<file path="src/rtl/bsg_dmc_ui_master_pkg.sv">
// Shared types for the DMC user-interface client slice.
//   app_cmd_e                  : command encoding driven on app_cmd_o
//   bsg_dmc_ui_master_state_e  : sequencer states of bsg_dmc_ui_master
package bsg_dmc_ui_master_pkg;

  typedef enum logic [2:0] {
    APP_CMD_WR = 3'b000,
    APP_CMD_RD = 3'b001
  } app_cmd_e;

  typedef enum logic [2:0] {
    UI_M_IDLE  = 3'd0,
    UI_M_WDATA = 3'd1,
    UI_M_CMD   = 3'd2,
    UI_M_RWAIT = 3'd3,
    UI_M_RESP  = 3'd4
  } bsg_dmc_ui_master_state_e;

endpackage

</file>
<file path="src/rtl/bsg_dmc_ui_master_if.sv">
// DMC app_* bus bundle.
//   master modport : client side (drives command, write data; receives read data)
//   slave modport  : controller side
// Signal names keep the app_* port naming of the controller so both sides
// read identically.
interface bsg_dmc_ui_master_if
  import bsg_dmc_ui_master_pkg::*;
#(
  parameter int ui_addr_width_p = 28,
  parameter int ui_data_width_p = 32
) ();

  localparam int ui_mask_width_lp = ui_data_width_p >> 3;

  logic [ui_addr_width_p-1:0]  app_addr_o;
  app_cmd_e                    app_cmd_o;
  logic                        app_en_o;
  logic                        app_rdy_i;
  logic                        app_wdf_wren_o;
  logic [ui_data_width_p-1:0]  app_wdf_data_o;
  logic [ui_mask_width_lp-1:0] app_wdf_mask_o;
  logic                        app_wdf_end_o;
  logic                        app_wdf_rdy_i;
  logic                        app_rd_data_valid_i;
  logic [ui_data_width_p-1:0]  app_rd_data_i;
  logic                        app_rd_data_end_i;

  modport master (
    output app_addr_o, app_cmd_o, app_en_o,
    output app_wdf_wren_o, app_wdf_data_o, app_wdf_mask_o, app_wdf_end_o,
    input  app_rdy_i, app_wdf_rdy_i,
    input  app_rd_data_valid_i, app_rd_data_i, app_rd_data_end_i
  );

  modport slave (
    input  app_addr_o, app_cmd_o, app_en_o,
    input  app_wdf_wren_o, app_wdf_data_o, app_wdf_mask_o, app_wdf_end_o,
    output app_rdy_i, app_wdf_rdy_i,
    output app_rd_data_valid_i, app_rd_data_i, app_rd_data_end_i
  );

endinterface

</file>
<file path="src/rtl/bsg_dmc_ui_rd_collect.sv">
// Read-beat deserializer for bsg_dmc_ui_master.
//   clk_i, reset_n_i : clock, synchronous active-low reset
//   clear_i          : restart the beat counter at slot 0
//   active_i         : beats are being awaited; beats outside this window are ignored
//   v_i/data_i/end_i : returned read beat, its data and the controller's end flag
//   line_o           : assembled line, beat 0 in the LSBs
//   last_o           : the beat arriving this cycle fills the final slot
//   end_err_o        : end flag of the arriving beat disagrees with its slot position
module bsg_dmc_ui_rd_collect #(
  parameter int ui_data_width_p    = 32,
  parameter int burst_data_width_p = 128
) (
  input  logic                          clk_i,
  input  logic                          reset_n_i,
  input  logic                          clear_i,
  input  logic                          active_i,
  input  logic                          v_i,
  input  logic [ui_data_width_p-1:0]    data_i,
  input  logic                          end_i,
  output logic [burst_data_width_p-1:0] line_o,
  output logic                          last_o,
  output logic                          end_err_o
);

  localparam int num_beats_lp = burst_data_width_p / ui_data_width_p;
  localparam int cnt_width_lp = (num_beats_lp > 1) ? $clog2(num_beats_lp) : 1;

  logic [cnt_width_lp-1:0]       cnt_q, cnt_d;
  logic [burst_data_width_p-1:0] line_q, line_d;
  logic                          is_last_slot;
  logic                          take;

  assign is_last_slot = (cnt_q == cnt_width_lp'(num_beats_lp - 1));
  assign take         = active_i & v_i;
  assign last_o       = take & is_last_slot;
  // A mismatched end flag is reported but the beat is still stored, so the
  // line always completes after exactly num_beats_lp beats.
  assign end_err_o    = take & (end_i != is_last_slot);
  assign line_o       = line_q;

  // Slot write and counter advance; there is no backpressure on read data,
  // so every accepted beat is stored in the cycle it arrives.
  always_comb begin
    cnt_d  = cnt_q;
    line_d = line_q;
    if (clear_i) begin
      cnt_d = '0;
    end else if (take) begin
      line_d[cnt_q*ui_data_width_p +: ui_data_width_p] = data_i;
      cnt_d = cnt_q + cnt_width_lp'(1);
    end
  end

  always_ff @(posedge clk_i) begin
    if (!reset_n_i) begin
      cnt_q  <= '0;
      line_q <= '0;
    end else begin
      cnt_q  <= cnt_d;
      line_q <= line_d;
    end
  end

endmodule

</file>
<file path="src/rtl/bsg_dmc_ui_master.sv">
// Client-side initiator of the DMC app_* interface. One line-sized request is
// accepted at a time; writes are serialized into app_wdf beats and followed by
// the write command, reads issue the command and deserialize the returned
// beats into a full line presented on a valid/yumi response port.
//   ui_clk_i, ui_clk_sync_rst_n_i : clock, synchronous active-low reset
//   init_calib_complete_i         : controller ready; gates new accepts only
//   req_*                         : valid/ready request (write flag, addr, line data, byte mask)
//   app_if                        : app_* bus toward the controller (master side)
//   resp_v_o/resp_data_o/resp_yumi_i : read line response
//   wr_done_o                     : pulse in the cycle the write command is taken
//   error_o                       : sticky protocol error, cleared only by reset
module bsg_dmc_ui_master
  import bsg_dmc_ui_master_pkg::*;
#(
  parameter int ui_addr_width_p    = 28,
  parameter int ui_data_width_p    = 32,
  parameter int burst_data_width_p = 128,
  localparam int num_beats_lp        = burst_data_width_p / ui_data_width_p,
  localparam int ui_mask_width_lp    = ui_data_width_p >> 3,
  localparam int burst_mask_width_lp = burst_data_width_p >> 3
) (
  input  logic                           ui_clk_i,
  input  logic                           ui_clk_sync_rst_n_i,
  input  logic                           init_calib_complete_i,

  input  logic                           req_v_i,
  output logic                           req_ready_o,
  input  logic                           req_write_i,
  input  logic [ui_addr_width_p-1:0]     req_addr_i,
  input  logic [burst_data_width_p-1:0]  req_data_i,
  input  logic [burst_mask_width_lp-1:0] req_mask_i,

  bsg_dmc_ui_master_if.master            app_if,

  output logic                           resp_v_o,
  output logic [burst_data_width_p-1:0]  resp_data_o,
  input  logic                           resp_yumi_i,

  output logic                           wr_done_o,
  output logic                           error_o
);

  localparam int cnt_width_lp = (num_beats_lp > 1) ? $clog2(num_beats_lp) : 1;

  bsg_dmc_ui_master_state_e state_q, state_d;

  logic [ui_addr_width_p-1:0]     addr_q, addr_d;
  logic [burst_data_width_p-1:0]  data_q, data_d;
  logic [burst_mask_width_lp-1:0] mask_q, mask_d;
  logic                           write_q, write_d;
  logic [cnt_width_lp-1:0]        wcnt_q, wcnt_d;
  logic                           error_q, error_d;

  logic accept;
  logic wbeat_last;
  logic rd_clear;
  logic rd_active;
  logic rd_last;
  logic rd_end_err;

  // Accepting during reset would be lost, so ready is also masked by reset.
  assign req_ready_o = (state_q == UI_M_IDLE) & init_calib_complete_i & ui_clk_sync_rst_n_i;
  assign accept      = req_v_i & req_ready_o;
  assign wbeat_last  = (wcnt_q == cnt_width_lp'(num_beats_lp - 1));
  assign rd_active   = (state_q == UI_M_RWAIT);
  // Read counter restarts on accept and again when the read command is taken.
  assign rd_clear    = accept
                     | ((state_q == UI_M_CMD) & ~write_q & app_if.app_rdy_i);
  assign resp_v_o    = (state_q == UI_M_RESP);
  assign error_o     = error_q;

  bsg_dmc_ui_rd_collect #(
    .ui_data_width_p    (ui_data_width_p),
    .burst_data_width_p (burst_data_width_p)
  ) rd_collect (
    .clk_i     (ui_clk_i),
    .reset_n_i (ui_clk_sync_rst_n_i),
    .clear_i   (rd_clear),
    .active_i  (rd_active),
    .v_i       (app_if.app_rd_data_valid_i),
    .data_i    (app_if.app_rd_data_i),
    .end_i     (app_if.app_rd_data_end_i),
    .line_o    (resp_data_o),
    .last_o    (rd_last),
    .end_err_o (rd_end_err)
  );

  // Sequencer next-state and app_* outputs. The app outputs are driven only in
  // the state that owns them, so everything idles at zero otherwise.
  always_comb begin
    state_d = state_q;
    addr_d  = addr_q;
    data_d  = data_q;
    mask_d  = mask_q;
    write_d = write_q;
    wcnt_d  = wcnt_q;

    app_if.app_en_o       = 1'b0;
    app_if.app_cmd_o      = APP_CMD_WR;
    app_if.app_addr_o     = '0;
    app_if.app_wdf_wren_o = 1'b0;
    app_if.app_wdf_data_o = '0;
    app_if.app_wdf_mask_o = '0;
    app_if.app_wdf_end_o  = 1'b0;
    wr_done_o             = 1'b0;

    case (state_q)
      UI_M_IDLE: begin
        if (accept) begin
          addr_d  = req_addr_i;
          data_d  = req_data_i;
          mask_d  = req_mask_i;
          write_d = req_write_i;
          wcnt_d  = '0;
          state_d = req_write_i ? UI_M_WDATA : UI_M_CMD;
        end
      end
      UI_M_WDATA: begin
        app_if.app_wdf_wren_o = 1'b1;
        app_if.app_wdf_data_o = data_q[wcnt_q*ui_data_width_p +: ui_data_width_p];
        app_if.app_wdf_mask_o = mask_q[wcnt_q*ui_mask_width_lp +: ui_mask_width_lp];
        app_if.app_wdf_end_o  = wbeat_last;
        if (app_if.app_wdf_rdy_i) begin
          wcnt_d = wcnt_q + cnt_width_lp'(1);
          if (wbeat_last) begin
            state_d = UI_M_CMD;
          end
        end
      end
      UI_M_CMD: begin
        app_if.app_en_o   = 1'b1;
        app_if.app_cmd_o  = write_q ? APP_CMD_WR : APP_CMD_RD;
        app_if.app_addr_o = addr_q;
        if (app_if.app_rdy_i) begin
          if (write_q) begin
            wr_done_o = 1'b1;
            state_d   = UI_M_IDLE;
          end else begin
            state_d   = UI_M_RWAIT;
          end
        end
      end
      UI_M_RWAIT: begin
        if (rd_last) begin
          state_d = UI_M_RESP;
        end
      end
      UI_M_RESP: begin
        if (resp_yumi_i) begin
          state_d = UI_M_IDLE;
        end
      end
      default: begin
        state_d = UI_M_IDLE;
      end
    endcase

    // Sticky error: bad end flag, a read beat nobody is waiting for (it is
    // dropped), or a yumi with no response on offer.
    error_d = error_q
            | rd_end_err
            | (app_if.app_rd_data_valid_i & ~rd_active)
            | (resp_yumi_i & ~resp_v_o);
  end

  // State and request registers; reset abandons any transaction in flight.
  always_ff @(posedge ui_clk_i) begin
    if (!ui_clk_sync_rst_n_i) begin
      state_q <= UI_M_IDLE;
      addr_q  <= '0;
      data_q  <= '0;
      mask_q  <= '0;
      write_q <= 1'b0;
      wcnt_q  <= '0;
      error_q <= 1'b0;
    end else begin
      state_q <= state_d;
      addr_q  <= addr_d;
      data_q  <= data_d;
      mask_q  <= mask_d;
      write_q <= write_d;
      wcnt_q  <= wcnt_d;
      error_q <= error_d;
    end
  end

endmodule

</file>
<file path="src/flat_wrapper.sv">
// flat-port wrapper written by rule: the top's interface ports become plain ports
module bsg_dmc_ui_master_flat import bsg_dmc_ui_master_pkg::*;
#(
  parameter int ui_addr_width_p    = 28,
  parameter int ui_data_width_p    = 32,
  parameter int burst_data_width_p = 128,
  localparam int num_beats_lp        = burst_data_width_p / ui_data_width_p,
  localparam int ui_mask_width_lp    = ui_data_width_p >> 3,
  localparam int burst_mask_width_lp = burst_data_width_p >> 3
)
  (ui_clk_i, ui_clk_sync_rst_n_i, init_calib_complete_i, req_v_i, req_ready_o, req_write_i, req_addr_i, req_data_i, req_mask_i, resp_v_o, resp_data_o, resp_yumi_i, wr_done_o, error_o, app_if_app_addr_o, app_if_app_cmd_o, app_if_app_en_o, app_if_app_wdf_wren_o, app_if_app_wdf_data_o, app_if_app_wdf_mask_o, app_if_app_wdf_end_o, app_if_app_rdy_i, app_if_app_wdf_rdy_i, app_if_app_rd_data_valid_i, app_if_app_rd_data_i, app_if_app_rd_data_end_i);
  bsg_dmc_ui_master_if #(.ui_addr_width_p(ui_addr_width_p), .ui_data_width_p(ui_data_width_p)) app_if_i ();
  input  logic ui_clk_i;
  input  logic ui_clk_sync_rst_n_i;
  input  logic init_calib_complete_i;
  input  logic req_v_i;
  output logic req_ready_o;
  input  logic req_write_i;
  input  logic [ui_addr_width_p-1:0] req_addr_i;
  input  logic [burst_data_width_p-1:0] req_data_i;
  input  logic [burst_mask_width_lp-1:0] req_mask_i;
  output logic resp_v_o;
  output logic [burst_data_width_p-1:0] resp_data_o;
  input  logic resp_yumi_i;
  output logic wr_done_o;
  output logic error_o;
  output wire logic [$bits(app_if_i.app_addr_o)-1:0] app_if_app_addr_o;
  output wire logic [$bits(app_if_i.app_cmd_o)-1:0] app_if_app_cmd_o;
  output wire logic [$bits(app_if_i.app_en_o)-1:0] app_if_app_en_o;
  output wire logic [$bits(app_if_i.app_wdf_wren_o)-1:0] app_if_app_wdf_wren_o;
  output wire logic [$bits(app_if_i.app_wdf_data_o)-1:0] app_if_app_wdf_data_o;
  output wire logic [$bits(app_if_i.app_wdf_mask_o)-1:0] app_if_app_wdf_mask_o;
  output wire logic [$bits(app_if_i.app_wdf_end_o)-1:0] app_if_app_wdf_end_o;
  input wire logic [$bits(app_if_i.app_rdy_i)-1:0] app_if_app_rdy_i;
  input wire logic [$bits(app_if_i.app_wdf_rdy_i)-1:0] app_if_app_wdf_rdy_i;
  input wire logic [$bits(app_if_i.app_rd_data_valid_i)-1:0] app_if_app_rd_data_valid_i;
  input wire logic [$bits(app_if_i.app_rd_data_i)-1:0] app_if_app_rd_data_i;
  input wire logic [$bits(app_if_i.app_rd_data_end_i)-1:0] app_if_app_rd_data_end_i;
  assign app_if_app_addr_o = app_if_i.app_addr_o;
  assign app_if_app_cmd_o = app_if_i.app_cmd_o;
  assign app_if_app_en_o = app_if_i.app_en_o;
  assign app_if_app_wdf_wren_o = app_if_i.app_wdf_wren_o;
  assign app_if_app_wdf_data_o = app_if_i.app_wdf_data_o;
  assign app_if_app_wdf_mask_o = app_if_i.app_wdf_mask_o;
  assign app_if_app_wdf_end_o = app_if_i.app_wdf_end_o;
  assign app_if_i.app_rdy_i = app_if_app_rdy_i;
  assign app_if_i.app_wdf_rdy_i = app_if_app_wdf_rdy_i;
  assign app_if_i.app_rd_data_valid_i = app_if_app_rd_data_valid_i;
  assign app_if_i.app_rd_data_i = app_if_app_rd_data_i;
  assign app_if_i.app_rd_data_end_i = app_if_app_rd_data_end_i;
  bsg_dmc_ui_master #(.ui_addr_width_p(ui_addr_width_p), .ui_data_width_p(ui_data_width_p), .burst_data_width_p(burst_data_width_p)) u_core (.ui_clk_i(ui_clk_i), .ui_clk_sync_rst_n_i(ui_clk_sync_rst_n_i), .init_calib_complete_i(init_calib_complete_i), .req_v_i(req_v_i), .req_ready_o(req_ready_o), .req_write_i(req_write_i), .req_addr_i(req_addr_i), .req_data_i(req_data_i), .req_mask_i(req_mask_i), .app_if(app_if_i), .resp_v_o(resp_v_o), .resp_data_o(resp_data_o), .resp_yumi_i(resp_yumi_i), .wr_done_o(wr_done_o), .error_o(error_o));
endmodule
</file>
<file path="config.mk">
export PLATFORM = sky130hd
export DESIGN_NAME = bsg_dmc_ui_master_flat
export DESIGN_NICKNAME = d
export VERILOG_FILES = /design/src/rtl/bsg_dmc_ui_master_pkg.sv /design/src/rtl/bsg_dmc_ui_master_if.sv /design/src/rtl/bsg_dmc_ui_rd_collect.sv /design/src/rtl/bsg_dmc_ui_master.sv /design/src/flat_wrapper.sv
export SDC_FILE = /design/constraint.sdc
export NUM_CORES = 1
export LEC_CHECK = 0
export CORE_UTILIZATION = 47
export CTS_CLUSTER_SIZE = 12
export DETAILED_ROUTE_END_ITERATION = 7
export GPL_TIMING_DRIVEN = 0
export PLACE_DENSITY = 0.84
export SETUP_SLACK_MARGIN = 0.02
export SYNTH_ARGS = -nofsm -noshare
export SYNTH_HDL_FRONTEND = slang
export SYNTH_SLANG_ARGS = --single-unit
</file>
<file path="constraint.sdc">
create_clock -name ui_clk_i -period 2.9 [get_ports ui_clk_i]
set_clock_uncertainty 0.1 [all_clocks]
set_input_delay 0.725 -clock ui_clk_i [delete_from_list [all_inputs] [get_ports ui_clk_i]]
set_output_delay 0.725 -clock ui_clk_i [all_outputs]
set_load 0.01 [all_outputs]
</file>
== Yosys cells after proc, flatten, opt, wreduce, memory -nomap -nowiden ==
Index checks and enable logic that the tools add are counted.

* Input port bits: 214
* Output and inout bits: 202
* Bits in registers: 309
* Logic and storage cells: 79

* Shifts and indexed selects: 4
* Reductions and logical operators: 7
* Muxes and demuxes: 24
* $add $sub $neg: 3
* Equality and inequality tests: 13
* Bitwise operators: 19

{| class="wikitable"
|+ Operator list
! operator !! count
|-
| 128-bit bitwise mux || 1
|-
| 32-bit by 34-bit variable shift with 128-bit output, first input constant || 1
|-
| 128-bit by 8-bit indexed part select with 32-bit output || 1
|-
| 32-bit by 34-bit indexed part select with 128-bit output || 1
|-
| 7-bit negation with 34-bit output || 1
|-
| 32-bit 2-to-1 mux || 1
|-
| 28-bit 2-to-1 mux || 1
|-
| 3-bit 2-to-1 mux || 7
|-
| 16-bit by 5-bit indexed part select with 4-bit output || 1
|-
| 3-bit one-hot mux with 5 select lines || 1
|-
| 1-bit bitwise AND || 10
|-
| 2-bit 2-to-1 mux || 4
|-
| 2-bit inequality test, second input constant || 4
|-
| 1-bit 2-to-1 mux || 7
|-
| 3-bit by 2-bit equality test with 1-bit output, second input constant || 2
|-
| 6-bit AND reduction || 1
|-
| 1-bit inverter || 5
|-
| 2-bit by 1-bit adder with 2-bit output, second input constant || 2
|-
| 2-bit equality test, second input constant || 2
|-
| 4-bit 2-to-1 mux || 1
|-
| 2-bit by 1-bit inequality test with 1-bit output, second input constant || 2
|-
| 1-bit OR || 4
|-
| 2-bit one-hot mux with 2 select lines || 1
|-
| 2-bit AND reduction || 2
|-
| 7 further kinds || 7
|}

== Longest topological paths before layout ==
* Depth in word-level cells: 7
* Depth in mapped cells: 7
* Gate-level depth less buffers: 5

== Modules after synthesis ==
From an unflattened synthesis, not the netlist that was laid out.

* Cell total of the unflattened synthesis: 1,531
* Area total of the unflattened synthesis: 13,357.8 um^2

{| class="wikitable"
|+ Modules (own cells, without submodules)
! module !! area an instance (um^2) !! times used !! seq. area each (um^2) !! cells each
|-
| bsg_dmc_ui_master || 8,205.4 || 1 || 3,583.4 || 929
|-
| bsg_dmc_ui_rd_collect || 5,152.4 || 1 || 2,602.5 || 602
|}

== Worst setup path after synthesis ==
No wires, ideal clock.

* Kind: reg2out
* Start point: reg u_core.wcnt_q[0]
* End point: out app_if_app_wdf_data_o[16]
* Required time: 2,075 ps
* Data arrival time: 1,534 ps
* Path buffers: 2
* Setup slack: 541 ps
* Cell stages (with the launch flop): 5
* Path through: dfxtp_1 buf_2 buf_4 mux4_2 and2_1

* Word-level cells in the longest chain between the ends: 2

{| class="wikitable"
|+ Ends and longest elaborated chain
! element !! RTL line !! source
|-
| start: declaration || bsg_dmc_ui_master.sv:51 || <nowiki>logic [cnt_width_lp-1:0] wcnt_q, wcnt_d;</nowiki>
|-
| start signal: assignment || bsg_dmc_ui_master.sv:182 || <nowiki>wcnt_q <= wcnt_d;</nowiki>
|-
| 128-bit by 8-bit indexed part select with 32-bit output || bsg_dmc_ui_master.sv:120 || <nowiki>app_if.app_wdf_data_o = data_q[wcnt_q*ui_data_width_p +: ui_data_width_p];</nowiki>
|-
| 32-bit 2-to-1 mux || bsg_dmc_ui_master.sv:107 || <nowiki>case (state_q)</nowiki>
|-
| end: declaration || flat_wrapper.sv:31 || <nowiki>output wire logic [$bits(app_if_i.app_wdf_data_o)-1:0] app_if_app_wdf_data_o;</nowiki>
|}

Every way passes these cells.

== Final worst setup path ==
* Start point: reg u_core.wcnt_q[0]
* End point: out app_if_app_wdf_data_o[0]

Same word-level chain as after synthesis.

==> flow_metrics.env <==
export IMPL_rr_endpoint="u_core.rd_collect.line_o[23]$_SDFFE_PN0P_"
export IMPL_async_flop_share_pct=0
export IMPL_pwr_share_comb_pct=18.2
export IMPL_yosys_warnings=0
export IMPL_postCtsHoldBufs=0
export IMPL_synthFlopType="dfxtp_1"
export IMPL_slowest_delay_ps=490
export IMPL_final_min_clock_period_ps=2860
export IMPL_critPathLaunch="u_core.wcnt_q[0]$_SDFFE_PN0P_"
export IMPL_h_tree_depth=2
export IMPL_vias_per_cell=5.47
export IMPL_path_clk_slew_ps=60
export IMPL_rsz0062_at_grt="true"
export IMPL_synth_most_common_cell="nand2_1"
export IMPL_num_vias=13100
export IMPL_synth_cell_type_count=41
export IMPL_grt_pass1_vias=12800
export IMPL_wl_per_cell_um=19.9
export IMPL_hold_viol=0
export IMPL_final_cell_area_mm2=0.0194
export IMPL_power_frac_seq_pct=42.9
export IMPL_synth_top_area_share_pct=46.2
export IMPL_p_switching_mw=2.77
export IMPL_placed_area_mm2=0.0180
export IMPL_syn_cell_area_mm2=0.0134
export IMPL_fin_nets=2211
export IMPL_hold_class="flop to flop"
export IMPL_cts_num_sinks=309
export IMPL_track_usage_pct=31.7
export IMPL_vdd_drop_max_uv=417
export IMPL_wl_um=47500
export IMPL_grt_pass1_wl_um=70500
export IMPL_cp_required_ps=2080
export IMPL_cts_root_buf="clkbuf_16"
export IMPL_ff2ff_path_depth=6
export IMPL_ctsLongestPathBuffers=3
export IMPL_layout_drive_gt1_share_pct=11.8
export IMPL_synthTopCellsByArea="dfxtp_1 (46%), a21boi_1 (15%), nand2_1 (14%)"
export IMPL_die_h_um=171
export IMPL_initial_core_util_pct=48.0
export IMPL_finalNonFillerCells=2395
export IMPL_yosysSeqAreaShare_pct=46.2
export IMPL_cp_arrival_ps=2040
export IMPL_grt_ovfl_total=0
export IMPL_power_mw=10.7
export IMPL_status="complete, no violations"
export IMPL_power_leakage_nw=7.34
export IMPL_path_cells="buf_12 > buf_8 > buf_12 > mux4_2 > and2_4 > buf_6"
export IMPL_synth_edf_count=0
export IMPL_io_pin_count=416
export IMPL_crit_type="flop to primary output"
export IMPL_post_route_drc_count=0
export IMPL_timing_rr_start="u_core.rd_collect.cnt_q[0]$_SDFFE_PP0P_"
export IMPL_pwr_share_clk_pct=38.9
export IMPL_yosys_register_bits=309
export IMPL_clock_latency_ps=490
export IMPL_cp_common_cell="buf_12"
export IMPL_dp_cells=2317
export IMPL_firstDrtPassIters=6
export IMPL_syn_area_per_cell_um2=8.77
export IMPL_cts_tree="built"
export IMPL_utilization_pct=69.5
export IMPL_die_w_um=171
export IMPL_cp_slowest_cell="mux4_2"
export IMPL_drv_cap=0
export IMPL_synthTopCellsByCount="nand2_1 (485), dfxtp_1 (309), a21boi_1 (271)"
export IMPL_grt_max_degree=13
export IMPL_r2r_slack_ps=370
export IMPL_register_area_mm2=0.00619
export IMPL_die_area_mm2=0.0291
export IMPL_multi_input_area_mm2=0.00646
export IMPL_power_density_mw_per_mm2=550
export IMPL_drtAntennaViolNets=0
export IMPL_startpoint_type="flop"
export IMPL_finalMaxSlewViolations=0
export IMPL_relSlewSlack_pct=49.8
export IMPL_dp_final_hpwl_um=35200
export IMPL_crit_fanout=6
export IMPL_core_area_mm2=0.0279
export IMPL_fill_cells=2113
export IMPL_final_period_utilization_pct=98.8
export IMPL_cts_inserted_buffers=34
export IMPL_worst_pin_slew_ps=753
export IMPL_fmax_mhz=349
export IMPL_area_growth_pct=44.7
export IMPL_yosysTopAreaCell="dfxtp_1"
export IMPL_antenna_found_initial=8
export IMPL_port_buffers=412
export IMPL_drtIter0Drc=907
export IMPL_cp_endpoint="app_if_app_wdf_data_o[0]"
export IMPL_syn_inst=1526
export IMPL_core_rowCount=61
export IMPL_gp_congestion=0.898
export IMPL_internal_power_mw=7.89
export IMPL_swShare_pct=26.0
export IMPL_setup_violations=0
export IMPL_endpoint_kind="primary output"
## through the flow
stage / hold WS (ps) / TNS [ps] / setup slack (ps)
floorplan: 331 / 0 / 541
global placement: 337 / -14050 / -639
detailed placement: 341 / -12620 / -605
CTS: 349 / -90.3 / -38.1
global route: 363 / -5.88 / -5.88
finish: 345 / 0 / 35.9
## metal layers
metal | up-vias | part of all wire (%) | GRT usage, %
met5 | - | 0.027 | 0
met4 | 2 | 6.2 | 19.8
met3 | 171 | 8.6 | 7.40
met2 | 635 | 47 | 53.4
met1 | 6254 | 38 | 36.4
li1 | 6038 | - | -
## cells by family (layout without fill, tap and decap cells)
| family | after synthesis | after routing | share of synthesized area, % |
|---|---|---|---|
| fa+ha+maj | 7 | 7 | 0.655 |
| mux | 38 | 38 | 6.21 |
| compound gates | 314 | 314 | 17.5 |
| buf+inv | 142 | 626 | 6.08 |
| xor+xnor | 2 | 2 | 0.131 |
| other cells | 1 | 8 | 0.0280 |
| simple gates | 713 | 713 | 23.1 |
| flops | 309 | 309 | 46.2 |
## critical path, delay by kind of cell (launching register included)
| family | cells | cell delay, ps |
|---|---|---|
| simple gates | 1 | 170 |
| mux | 1 | 490 |
| buf+inv | 4 | 480 |
| flops | 1 | 380 |
## sequential cells by signal, indices dropped and copies added, names as in the netlist
signal / cells
u_core.data_q: 128
u_core.rd_collect.line_o: 128
u_core.addr_q: 28
u_core.mask_q: 16
u_core.state_q: 3
u_core.rd_collect.cnt_q: 2
u_core.wcnt_q: 2
u_core.error_o: 1
u_core.write_q: 1
## power by group through the flow
stage	combinational [mW]	sequential (mW)	clock [mW]
floorplan	0.916	4.62	0
global placement	1.67	4.64	0
detailed placement	1.69	4.65	0
CTS	1.96	4.57	4.17
global route	2.06	4.59	4.36
finish	1.94	4.57	4.14
## worst min-delay path by stage
stage / from / end / slack [ps] / depth (start not counted)
2_1_floorplan: u_core.addr_q[27]$_SDFFE_PN0P_ / u_core.addr_q[27]$_SDFFE_PN0P_ / 330 / 2
3_3_place_gp: u_core.addr_q[27]$_SDFFE_PN0P_ / u_core.addr_q[27]$_SDFFE_PN0P_ / 340 / 2
3_5_place_dp: u_core.rd_collect.line_o[60]$_SDFFE_PN0P_ / u_core.rd_collect.line_o[60]$_SDFFE_PN0P_ / 340 / 2
4_1_cts: u_core.rd_collect.line_o[60]$_SDFFE_PN0P_ / u_core.rd_collect.line_o[60]$_SDFFE_PN0P_ / 350 / 2
5_1_grt: u_core.rd_collect.line_o[29]$_SDFFE_PN0P_ / u_core.rd_collect.line_o[29]$_SDFFE_PN0P_ / 360 / 2
6_report: u_core.rd_collect.line_o[60]$_SDFFE_PN0P_ / u_core.rd_collect.line_o[60]$_SDFFE_PN0P_ / 340 / 2
## timing repair
item,4_1_cts,5_1_grt
setup buffers,14,4
cloned,2,0
setup endpoints to repair,71,48
resized for setup,201,49
pin swaps,8,5
## final cells by class
| class | count | share of cell area, % |
|---|---|---|
| antenna | 6 | 0.0776 |
| multi-input combinational | 1076 | 33.4 |
| inverter | 5 | 0.0970 |
| clock inverter | 6 | 0.304 |
| tap | 378 | 2.44 |
| sequential | 309 | 32.0 |
| buffer | 135 | 4.79 |
| clock buffer | 51 | 5.20 |
| timing repair buffer | 429 | 21.7 |
## layout by cell type (no fill, tap or decap), types with 4 or more instances in the layout
master and n:
a21boi_0 33, a21boi_1 271, clkdlybuf4s15_1 6, inv_1 4, dlymetal6s2s_1 14, nor2_1 4
clkbuf_16 35, and3_1 30, nand2_1 485, buf_6 36, o21ai_0 4, dfxtp_1 306
buf_12 4, clkinv_2 4, buf_4 24, ha_1 7, and2_1 23, mux4_2 36
clkbuf_8 12, clkdlybuf4s50_1 343, clkbuf_1 61, nand3_1 133, buf_8 4, diode_2 6
dlygate4sd2_1 23, and2_4 19, clkbuf_2 7, buf_2 42
Power figures use the tool's default switching activity.
